--- config.mk ---
export PLATFORM = sky130hd
export DESIGN_NAME = nibble_merge8
export DESIGN_NICKNAME = d
export VERILOG_FILES = /design/src/rtl/intadd_pkg.sv /design/src/rtl/nibble_sat4_lane.sv /design/src/rtl/nibble_merge8.sv
export SDC_FILE = /design/constraint.sdc
export NUM_CORES = 1
export LEC_CHECK = 0
export BUFFER_PORTS_ARGS = -buffer_cell sky130_fd_sc_hd__buf_2
export CORE_UTILIZATION = 40
export DETAILED_ROUTE_END_ITERATION = 8
export MAX_ROUTING_LAYER = met4
export SYNTH_ARGS = -nofsm -noshare
export SYNTH_HDL_FRONTEND = slang
export SYNTH_SLANG_ARGS = --single-unit
--- constraint.sdc ---
create_clock -name clk -period 20.3 [get_ports clk]
set_input_delay 0 -clock clk [delete_from_list [all_inputs] [get_ports clk]]
set_output_delay 0 -clock clk [all_outputs]
set_load 0.05 [all_outputs]
--- src/rtl/intadd_pkg.sv ---
// Shared definitions for the int8 nibble-plane adder array and its merge path.
//   LANES / NIB_W / DW : plane geometry (32 lanes x 4b = 128b beats)
//   merge_mode_e       : MERGE8 (two int8 beats) or NARROW4 (one saturated 4b beat)
//   merge_st_e         : output sequencer states
//   sat4()             : int8/uint8 -> 4b saturation, shared with the add8 datapath
package intadd_pkg;

  localparam int unsigned LANES = 32;
  localparam int unsigned NIB_W = 4;
  localparam int unsigned DW    = LANES * NIB_W;

  typedef enum logic {
    MERGE8  = 1'b0,
    NARROW4 = 1'b1
  } merge_mode_e;

  typedef enum logic [1:0] {
    IDLE  = 2'd0,
    BEAT0 = 2'd1,
    BEAT1 = 2'd2
  } merge_st_e;

  // sgn=1: clamp int8 to [-8,7]; sgn=0: clamp uint8 to [0,15].
  // A signed value fits in 4b only when bits [7:3] are all equal.
  function automatic logic [3:0] sat4(input logic [7:0] v, input logic sgn);
    logic [3:0] r;
    if (sgn) begin
      if (!v[7] && (v[6:3] != 4'b0000))
        r = 4'h7;
      else if (v[7] && (v[6:3] != 4'b1111))
        r = 4'h8;
      else
        r = v[3:0];
    end else begin
      r = (v[7:4] != 4'h0) ? 4'hF : v[3:0];
    end
    return r;
  endfunction

endpackage

--- src/rtl/nibble_sat4_lane.sv ---
// One lane of the NARROW4 path: saturates an 8-bit lane value to 4 bits.
//   b   : lane byte {hi nibble, lo nibble}
//   sgn : 1 = signed saturation, 0 = unsigned saturation
//   q   : saturated 4-bit result
module nibble_sat4_lane
  import intadd_pkg::*;
(
  input  logic [7:0] b,
  input  logic       sgn,
  output logic [3:0] q
);

  always_comb begin
    q = sat4(b, sgn);
  end

endmodule

--- src/rtl/nibble_merge8.sv ---
// Rebuilds int8 lane data from split low/high nibble planes as a valid/ready stream.
//   clk, rst            : clock, asynchronous active-high reset
//   in_valid / in_ready : input handshake for src_lo, src_hi, mode, i_sign_d
//   src_lo / src_hi     : 128b nibble planes, lane k at [4k+:4]
//   mode                : 0 = MERGE8 (two beats), 1 = NARROW4 (one saturated beat)
//   i_sign_d            : NARROW4 saturation signedness
//   out_valid/out_ready : output handshake
//   dst, out_last       : registered output beat, last-beat flag
module nibble_merge8
  import intadd_pkg::*;
(
  input  logic          clk,
  input  logic          rst,
  input  logic          in_valid,
  output logic          in_ready,
  input  logic [127:0]  src_lo,
  input  logic [127:0]  src_hi,
  input  logic          mode,
  input  logic          i_sign_d,
  output logic          out_valid,
  input  logic          out_ready,
  output logic [127:0]  dst,
  output logic          out_last
);

  merge_st_e      state;
  merge_mode_e    mode_q;
  logic [DW-1:0]  hold_hi;
  logic [2*DW-1:0] bytes_in;
  logic [DW-1:0]  narrow;
  logic           in_fire;
  logic           out_fire;

  // Lane bytes and their saturated form are built straight from the input
  // pins so BEAT0 can be registered on in_fire. Signedness is consumed at
  // that point, so it never needs its own flag register; only the upper
  // half of the vector must be held for BEAT1.
  for (genvar k = 0; k < LANES; k++) begin : g_lane
    assign bytes_in[8*k +: 8] = {src_hi[NIB_W*k +: NIB_W], src_lo[NIB_W*k +: NIB_W]};

    nibble_sat4_lane u_sat (
      .b   (bytes_in[8*k +: 8]),
      .sgn (i_sign_d),
      .q   (narrow[NIB_W*k +: NIB_W])
    );
  end

  assign out_fire = out_valid & out_ready;
  assign in_ready = ~rst & ((state == IDLE) | (out_fire & out_last));
  assign in_fire  = in_valid & in_ready;

  always_ff @(posedge clk or posedge rst) begin
    if (rst) begin
      state     <= IDLE;
      mode_q    <= MERGE8;
      hold_hi   <= '0;
      dst       <= '0;
      out_valid <= 1'b0;
      out_last  <= 1'b0;
    end else if (in_fire) begin
      // Covers both the IDLE start and the no-bubble reload on a last beat.
      state     <= BEAT0;
      mode_q    <= merge_mode_e'(mode);
      hold_hi   <= bytes_in[2*DW-1:DW];
      dst       <= mode ? narrow : bytes_in[DW-1:0];
      out_valid <= 1'b1;
      out_last  <= mode;
    end else if (out_fire) begin
      if ((state == BEAT0) && (mode_q == MERGE8)) begin
        state    <= BEAT1;
        dst      <= hold_hi;
        out_last <= 1'b1;
      end else begin
        state     <= IDLE;
        out_valid <= 1'b0;
        out_last  <= 1'b0;
      end
    end
  end

endmodule

==> results.cfg <==
[worst_setup_path]
worstReg2RegEnd = dst[32]
startpoint_type = primary input
endpoint = dst[32]
worstPathRequired_ns = 20.81
arrival_ns = 4.21
r2r_slack_ns = 16.64
cp_max_fo = 215
cp-end-kind = flop
r2r_start = state[1]
crit_path_start = rst
reg2reg_depth = 7
crit_type = primary input to flop

[placement]
dp_hpwl_mm = 37.3
dpl-instance-area_mm2 = 0.0159
port_buffers = 392
gp_congestion = 0.918

[detailed_routing]
ant_nets = 0
num_vias = 15700
drc = 0
via_per_inst = 5.76
wl_per_cell_um = 21.1
drt_iter0_markers = 1239
totalWireLength_mm = 57.6
dr.pass1.iters = 5

[clock_network]
cts_tree = yes
clock-sinks = 261
clkTransAtPathRegs_ns = 0.06
h-tree-depth = 1
cts-root-buf = clkbuf_16
clk_path_buf_depth = 3
postCtsResizedCells = 0
post_cts_buffers = 0
numCtsBuffers = 31
clock_latency_ns = 0.58

[pwr]
power_density_mw_per_mm2 = 139
p_total_mw = 2.78
ir_worst_vdd_mv = 0.108
cellLeakagePower_nw = 9.61

[sta]
hold_viol = 0
finalCriticalPeriod_ns = 3.70
hold_slack_ns = 0.0771
fin_crit_sh_pct = 18.2
drv_slew = 0
clock_skew_ns = 0.0294
setup_viol_count_final = 0
slew_headroom_pct = 24.4
rsz0062_at_grt = no
fmaxAchievable_mhz = 270
finalSetupTns_ns = 0
tightestPinTransition_ns = 1.13

[logic_synthesis]
synthCells = 1612
synthArstFlopShare_pct = 100
synth-edff-count = 0
syn_area_per_cell_um2 = 8.54
synth-seq-area-share_pct = 47.5
yosysWarnings = 0
synth_nets = 1874
syn_area_mm2 = 0.0138
synth_ff_type = dfrtp_1
ys_seq_elements = 261
yosysUniqueCellTypes = 32

[global_routing]
antenna_found_initial = 5
grt_max_degree = 216
grt_pass1_vias = 15500
grt_overflow = 0
grt_first_pass_wirelength_mm = 88.3
grt.total_usage_pct = 33.0

[die]
die_area_mm2 = 0.0352
core_area_mm2 = 0.0337
die_h_um = 188
die_w_um = 188
start_util_pct = 40.8
fp-row-count = 67
io-pin-count = 393

[cells_and_area]
multi_input_area_mm2 = 0.00668
seq_area_mm2 = 0.00653
nets = 2517
fill_cells = 3019
fin_area_mm2 = 0.0200
syn_to_final_growth_pct = 45.6
layout-drive-gt1-share_pct = 20.7
final_util_pct = 59.5

[worst_hold_path]
holdPathStages = 5
min-delay-path-class = primary input to flop

[run_status]
status = complete, no violations

[run]
drv_cap = 0
[routing by layer]
metal	up-vias	GRT usage (%)	wire length (µm)
li1	7082	-	-
met1	7580	42.0	23500
met2	823	52.2	26900
met3	213	4.44	4070
met4	0	16.0	3170
met5	-	-	0
[state kept, by name (all words and copies together) (netlist names)]
name       flops
out_valid      1
out_last       1
dst          128
state          2
hold_hi      128
mode_q         1
[how the worst min path moves through the flow]
stage	startpoint	endpoint	slack [ns]
2_1_floorplan	src_lo[64]	hold_hi[0]	0.11
3_3_place_gp	src_lo[122]	hold_hi[114]	0.22
3_5_place_dp	src_lo[122]	hold_hi[114]	0.22
4_1_cts	src_hi[10]	dst[10]	0.04
5_1_grt	src_hi[10]	dst[10]	0.08
6_report	src_hi[10]	dst[10]	0.08
[final cells by class]
type / count / share of cell area, %
Antenna cell: 4 / 0.0499
Clock buffer: 49 / 4.51
Clock inverter: 3 / 0.112
Inverter: 4 / 0.112
Multi-Input combinational cell: 1228 / 33.3
Sequential cell: 261 / 32.6
Tap cell: 448 / 2.80
Timing Repair Buffer: 729 / 26.5
[repair_timing]
action	in CTS	in global routing
endpoints found under the setup margin	0	0
hold buffers	323	0
endpoints found under the hold margin	390	0
[Yosys cell counts (all sizes together) (3+ instances only)]
cell type | n | share of area (%)
a2111oi | 16 | 1.0
a211oi | 50 | 2.7
a21oi | 71 | 2.6
a221oi | 49 | 3.2
a31oi | 33 | 1.5
and2 | 3 | 0.14
and3 | 63 | 2.9
buf | 60 | 2.6
clkbuf | 59 | 1.6
dfrtp | 261 | 47
inv | 4 | 0.11
mux2i | 79 | 5.7
nand2 | 491 | 13
nand3 | 32 | 1.2
nand4 | 38 | 1.7
nor2 | 43 | 1.2
nor2b | 31 | 1.4
nor3 | 40 | 1.5
nor4 | 31 | 1.4
o21ai | 83 | 3.0
o221ai | 6 | 0.38
o22ai | 50 | 2.3
or2 | 15 | 0.68
[cells in the final DEF (no fill, tap or decap), types with 32 or more instances in the layout]
master / Yosys / final
a31oi_1: 33 / 33
nor3_1: 40 / 40
mux2i_1: 79 / 79
a211oi_1: 50 / 50
dfrtp_1: 261 / 261
and3_1: 63 / 63
nand2_1: 491 / 490
a21oi_1: 71 / 71
a221oi_1: 48 / 48
nand4_1: 38 / 38
nand3_1: 32 / 32
o21ai_0: 82 / 82
nor2_1: 43 / 43
o22ai_1: 50 / 50
buf_2: 46 / 390
dlygate4sd3_1: 0 / 323
[report_power, final]
group | switching [mW] | internal [mW]
sequential | 0.161 | 0.773
combinational | 0.897 | 0.423
clock | 0.225 | 0.301
total | 1.28 | 1.50
[cells by family (layout without fill, tap and decap cells)]
group	Yosys count	after routing	share of synthesized area, %
compound gates	361	361	17.0
buf+inv	123	785	4.29
flops	261	261	47.5
mux	79	79	5.74
other cells	0	4	0
simple gates	788	788	25.5
[through the flow]
stage                     worst slack [ns]  std cells
after global routing                 16.29       2726
after detailed placement             17.06       2347
after floorplan                      13.00       1612
after CTS                            16.63       2722
final                                16.60       2726
after global placement               17.06       2347
[critical path, cell delays in order]
cell           delay [ns]
dlygate4sd3_1        0.53
buf_2                0.16
inv_8                0.66
o211a_4              0.31
buf_12               0.62
buf_4                0.77
o21ai_0              0.19
o22ai_1              0.20
dlygate4sd3_1        0.58
Note: power is estimated with default switching activity, not from simulation.
